[src/rtl/tdm_demux_1x8_4bit.sv]
// Receive-side TDM demultiplexer: collects eight 4-bit channel words into a
// shadow bank and publishes them atomically on a..h when a frame completes.
module tdm_demux_1x8_4bit (
  input  logic       clk,
  input  logic       rst_n,
  input  logic [3:0] in,
  input  logic       valid,
  input  logic       sync,
  input  logic       enable,
  output logic       sel0,
  output logic       sel1,
  output logic       sel2,
  output logic [3:0] a,
  output logic [3:0] b,
  output logic [3:0] c,
  output logic [3:0] d,
  output logic [3:0] e,
  output logic [3:0] f,
  output logic [3:0] g,
  output logic [3:0] h,
  output logic       frame_done,
  output logic       frame_err
);

  logic [2:0] ch;
  logic [3:0] sh [0:7];

  assign {sel2, sel1, sel0} = ch;

  always_ff @(posedge clk) begin
    if (!rst_n) begin
      ch         <= '0;
      a          <= '0;
      b          <= '0;
      c          <= '0;
      d          <= '0;
      e          <= '0;
      f          <= '0;
      g          <= '0;
      h          <= '0;
      frame_done <= 1'b0;
      frame_err  <= 1'b0;
      for (int unsigned i = 0; i < 8; i++) begin
        sh[i] <= '0;
      end
    end else begin
      frame_done <= 1'b0;
      frame_err  <= 1'b0;
      if (enable) begin
        if (sync) begin
          // sync always realigns to channel 0; a non-zero ch means a cut frame
          frame_err <= (ch != 3'd0);
          if (valid) begin
            sh[0] <= in;
            ch    <= 3'd1;
          end else begin
            ch <= 3'd0;
          end
        end else if (valid) begin
          sh[ch] <= in;
          ch     <= ch + 3'd1;
          if (ch == 3'd7) begin
            // final word goes straight to h; sh[7] still holds the old value
            a          <= sh[0];
            b          <= sh[1];
            c          <= sh[2];
            d          <= sh[3];
            e          <= sh[4];
            f          <= sh[5];
            g          <= sh[6];
            h          <= in;
            frame_done <= 1'b1;
          end
        end
      end
    end
  end

endmodule

[config.mk]
export PLATFORM = sky130hd
export DESIGN_NAME = tdm_demux_1x8_4bit
export DESIGN_NICKNAME = d
export VERILOG_FILES = /design/src/rtl/tdm_demux_1x8_4bit.sv
export SDC_FILE = /design/constraint.sdc
export NUM_CORES = 1
export LEC_CHECK = 0
export BUFFER_PORTS_ARGS = -buffer_cell sky130_fd_sc_hd__buf_4
export CAP_MARGIN = 20
export CORE_MARGIN = 8
export CORE_UTILIZATION = 56
export CTS_BUF_LIST = sky130_fd_sc_hd__clkbuf_2 sky130_fd_sc_hd__clkbuf_4 sky130_fd_sc_hd__clkbuf_8
export DETAILED_ROUTE_END_ITERATION = 12
export PLACE_DENSITY_LB_ADDON = 0.3
export SLEW_MARGIN = 10
export SYNTH_ARGS = -nofsm -noshare
export SYNTH_HDL_FRONTEND = slang
export SYNTH_SLANG_ARGS = --single-unit
[constraint.sdc]
create_clock -name clk -period 3.5 [get_ports clk]
set_input_delay 0.7 -clock clk [delete_from_list [all_inputs] [get_ports clk]]
set_output_delay 0.7 -clock clk [all_outputs]
set_load 0.005 [all_outputs]
==> metrics.txt <==
Post-Synth Adder-Cell Area 1.35%; main combinational cell family by area after synthesis simple AND/OR/NAND/NOR gates; cell internal pwr 1230 uW; vias 1,953; outcome finished, final reports clean; io pins 46; largest net degree at the start of global routing 54; crit share post-route 65.5%; height of the chip 86.4 um; Final Hold Fails 0; post-place setup slack 1.15 ns; Max Transition Viols Final 0; area of the multi-input gates 1010 um^2; root buf cell clkbuf_8; routed length per instance 14.8 um; Syn-to-layout area delta 17.7%; final setup vio count 0; Net Count, Synth 274; CTS tree built; number of fill cells 356; initial drt markers 127; synthesized cell area 2770 um^2; logic gate share of total power 4.3%; Pwr Density 479 nW/um^2; Arr. time, crit path 2.54 ns; Cell variety after synth 30; Initial Util 58.3%; crit path buf inv count 0; FF/Latch Area 1580 um^2; Fin Hold WS 0.457 ns; Reg power frac 52.0%; Setup crit end kind flop; area of the core 4750 um^2; setup ws final 1.21 ns; max cap viols 0; Die Area 7460 um^2; Worst slew margin 32.4%; final WL 5460 um; CP Launch Point ch[0]; CP Launch Type flop; Final Wtd Congestion 0.875; dpl hpwl 3610 um; Crit path top cell by count ha_1; Max VDD drop 0.324 mV; IO Port Bufs 45; Min-Delay Path Class reg -> reg; Critical Path RT 3.75 ns; proportion of power drawn by the clock network 43.7%; Sw Share 21.3%; Detailed Routing Iterations Pass 1 4; Setup Skew 0.00830 ns; worst reg2reg path startpoint ch[0]; worst-margin pin slew 1.01 ns; critical path's slowest cell and4b_2; post_cts resized 0; RSZ-0062 raised after global routing false; clk slew on worst S/H paths 0.07 ns; row cnt 25; n_diodes 0; Syn Inst Count 262; Mapped Avg Cell Area 10.6 um^2; dominant delay contributor by cell family on the critical path simple AND/OR/NAND/NOR gates; setup TNS 0 ns; CP Cell Sequence ha_1, ha_1, and4b_2, mux2i_1; Max Buffers Root-to-Sink 2; vias per cell 5.31; Post-CTS Hold Buffers 0; clk sink count 65; Yosys reg bits 65; number of global-route vias before repair 1,854; fin crit period 2.29 ns; LEAKAGE 0.00121 uW; antenna viol nets, final 0; nets 308; clk_lat worst skew 0.33 ns; slowest stage delay, CP 0.91 ns; # H-tree levels 3; XOR/XNOR Fraction of Synth Area 0%; Post CTS Setup Buffer Count 0; switching pwr 334 uW; Ys Warns 0; first-pass GRT wire length 8960 um; fraction of layout cells with a size suffix above 1 21.6%; Post-Synth Simple-Gate Area 19.8%; post-synthesis compound-gate area fraction 3.47%; CTS buffer count 9; WS Path Type reg -> reg; mux contribution to synthesized area 11.9%; highest clock rate 437 MHz; sequential-to-total area share from yosys stat 57.0%; CP max FO 33; antenna violations before repair 0; Remaining DRCs 0; Hold Crit Start f[2]; die width 86.4 um; GRT overflow 0; gr usage total 15.4%
[power groups by stage]
| stage | logic [uW] | clock network (uW) | registers (uW) |
|---|---|---|---|
| 3_3_place_gp | 65.7 | 0 | 829 |
| 4_1_cts | 67.1 | 702 | 813 |
| 3_5_place_dp | 66.9 | 0 | 829 |
| 2_1_floorplan | 49.4 | 0 | 824 |
| 6_report | 67.3 | 684 | 812 |
| 5_1_grt | 74.5 | 733 | 814 |
[cells in the final DEF, fill, tap and decap left out, types with 4 or more instances in the layout]
cell type   n
a21oi_1     5
buf_4      46
clkbuf_8    9
dfxtp_1    37
edfxtp_1   28
inv_1       7
mux2i_1    33
nand2_1    74
nand4_1     4
nor3_1     13
nor4_1     11
[layer usage]
metal	track usage, %	vias up	part of all wire (%)
met5	0	-	0
met3	5.29	7	8.9
met2	23.0	71	46
li1	-	981	-
met4	9.23	0	1.5
met1	18.8	894	44
[through the flow]
stage	instances	power (uW)	cell area (um^2)	utilization (%)
2_1_floorplan	262	874	2770	-
3_3_place_gp	352	895	3050	64.2
3_5_place_dp	352	896	3050	64.2
4_1_cts	368	1580	3260	68.7
5_1_grt	368	1620	3260	68.7
6_report	368	1560	3260	68.7
[worst reg2reg max path: stages, from the launching register on]
cell and delay (ns):
dfxtp_1 0.63, ha_1 0.23, ha_1 0.13, and4b_2 0.91, mux2i_1 0.31
[synthesized netlist by cell type]
library cell / count / area (um^2)
buf_2: 6 / 30.0
nand4b_4: 1 / 23.8
o21ai_0: 3 / 15.0
mux2i_1: 33 / 330
nand2_1: 74 / 278
nand4b_1: 1 / 8.76
clkbuf_1: 11 / 41.3
nor3_1: 13 / 65.1
ha_1: 3 / 37.5
nand3b_1: 2 / 15.0
o31ai_1: 3 / 22.5
a21oi_1: 5 / 25.0
inv_1: 7 / 26.3
o211ai_1: 1 / 7.51
buf_12: 2 / 40.0
edfxtp_1: 28 / 841
and4b_1: 1 / 10.0
buf_6: 1 / 11.3
dfxtp_1: 37 / 741
and2_2: 1 / 7.51
buf_4: 2 / 15.0
buf_8: 1 / 15.0
nand4_1: 4 / 25.0
or3_1: 1 / 6.26
nand2b_1: 3 / 18.8
nand4bb_1: 1 / 11.3
o21a_1: 1 / 7.51
o22ai_1: 3 / 18.8
nor4_1: 11 / 68.8
nand3_1: 2 / 10.0
[sequential cells by signal, indices dropped and copies added (netlist names)]
name,count
b,4
e,4
f,4
g,4
frame_err,1
a,4
c,4
ch,3
d,4
sh,28
h,4
frame_done,1
[layout make-up]
| class | count | area share, % |
|---|---|---|
| clock buffers | 10 | 4.02 |
| clock inverters | 6 | 2.53 |
| inverters | 7 | 0.805 |
| multi-input cells | 167 | 31.0 |
| flip-flops and latches | 65 | 48.4 |
| well taps | 67 | 2.57 |
| repair buffers | 46 | 10.6 |
[cell families after synthesis]
kind of cell	after synthesis
fa+ha+maj	3
flops	65
mux	33
simple gates	115
buf+inv	30
compound gates	16
[final timing paths]
check | to | slack (ns) | cells after the start
hold reg to reg | f[2] | 0.46 | 2
setup reg to reg | f[3] | 1.21 | 4
hold / removal | f[2] | 0.46 | 2
setup / recovery | f[3] | 1.21 | 4
(Power assumes the default switching activity.)
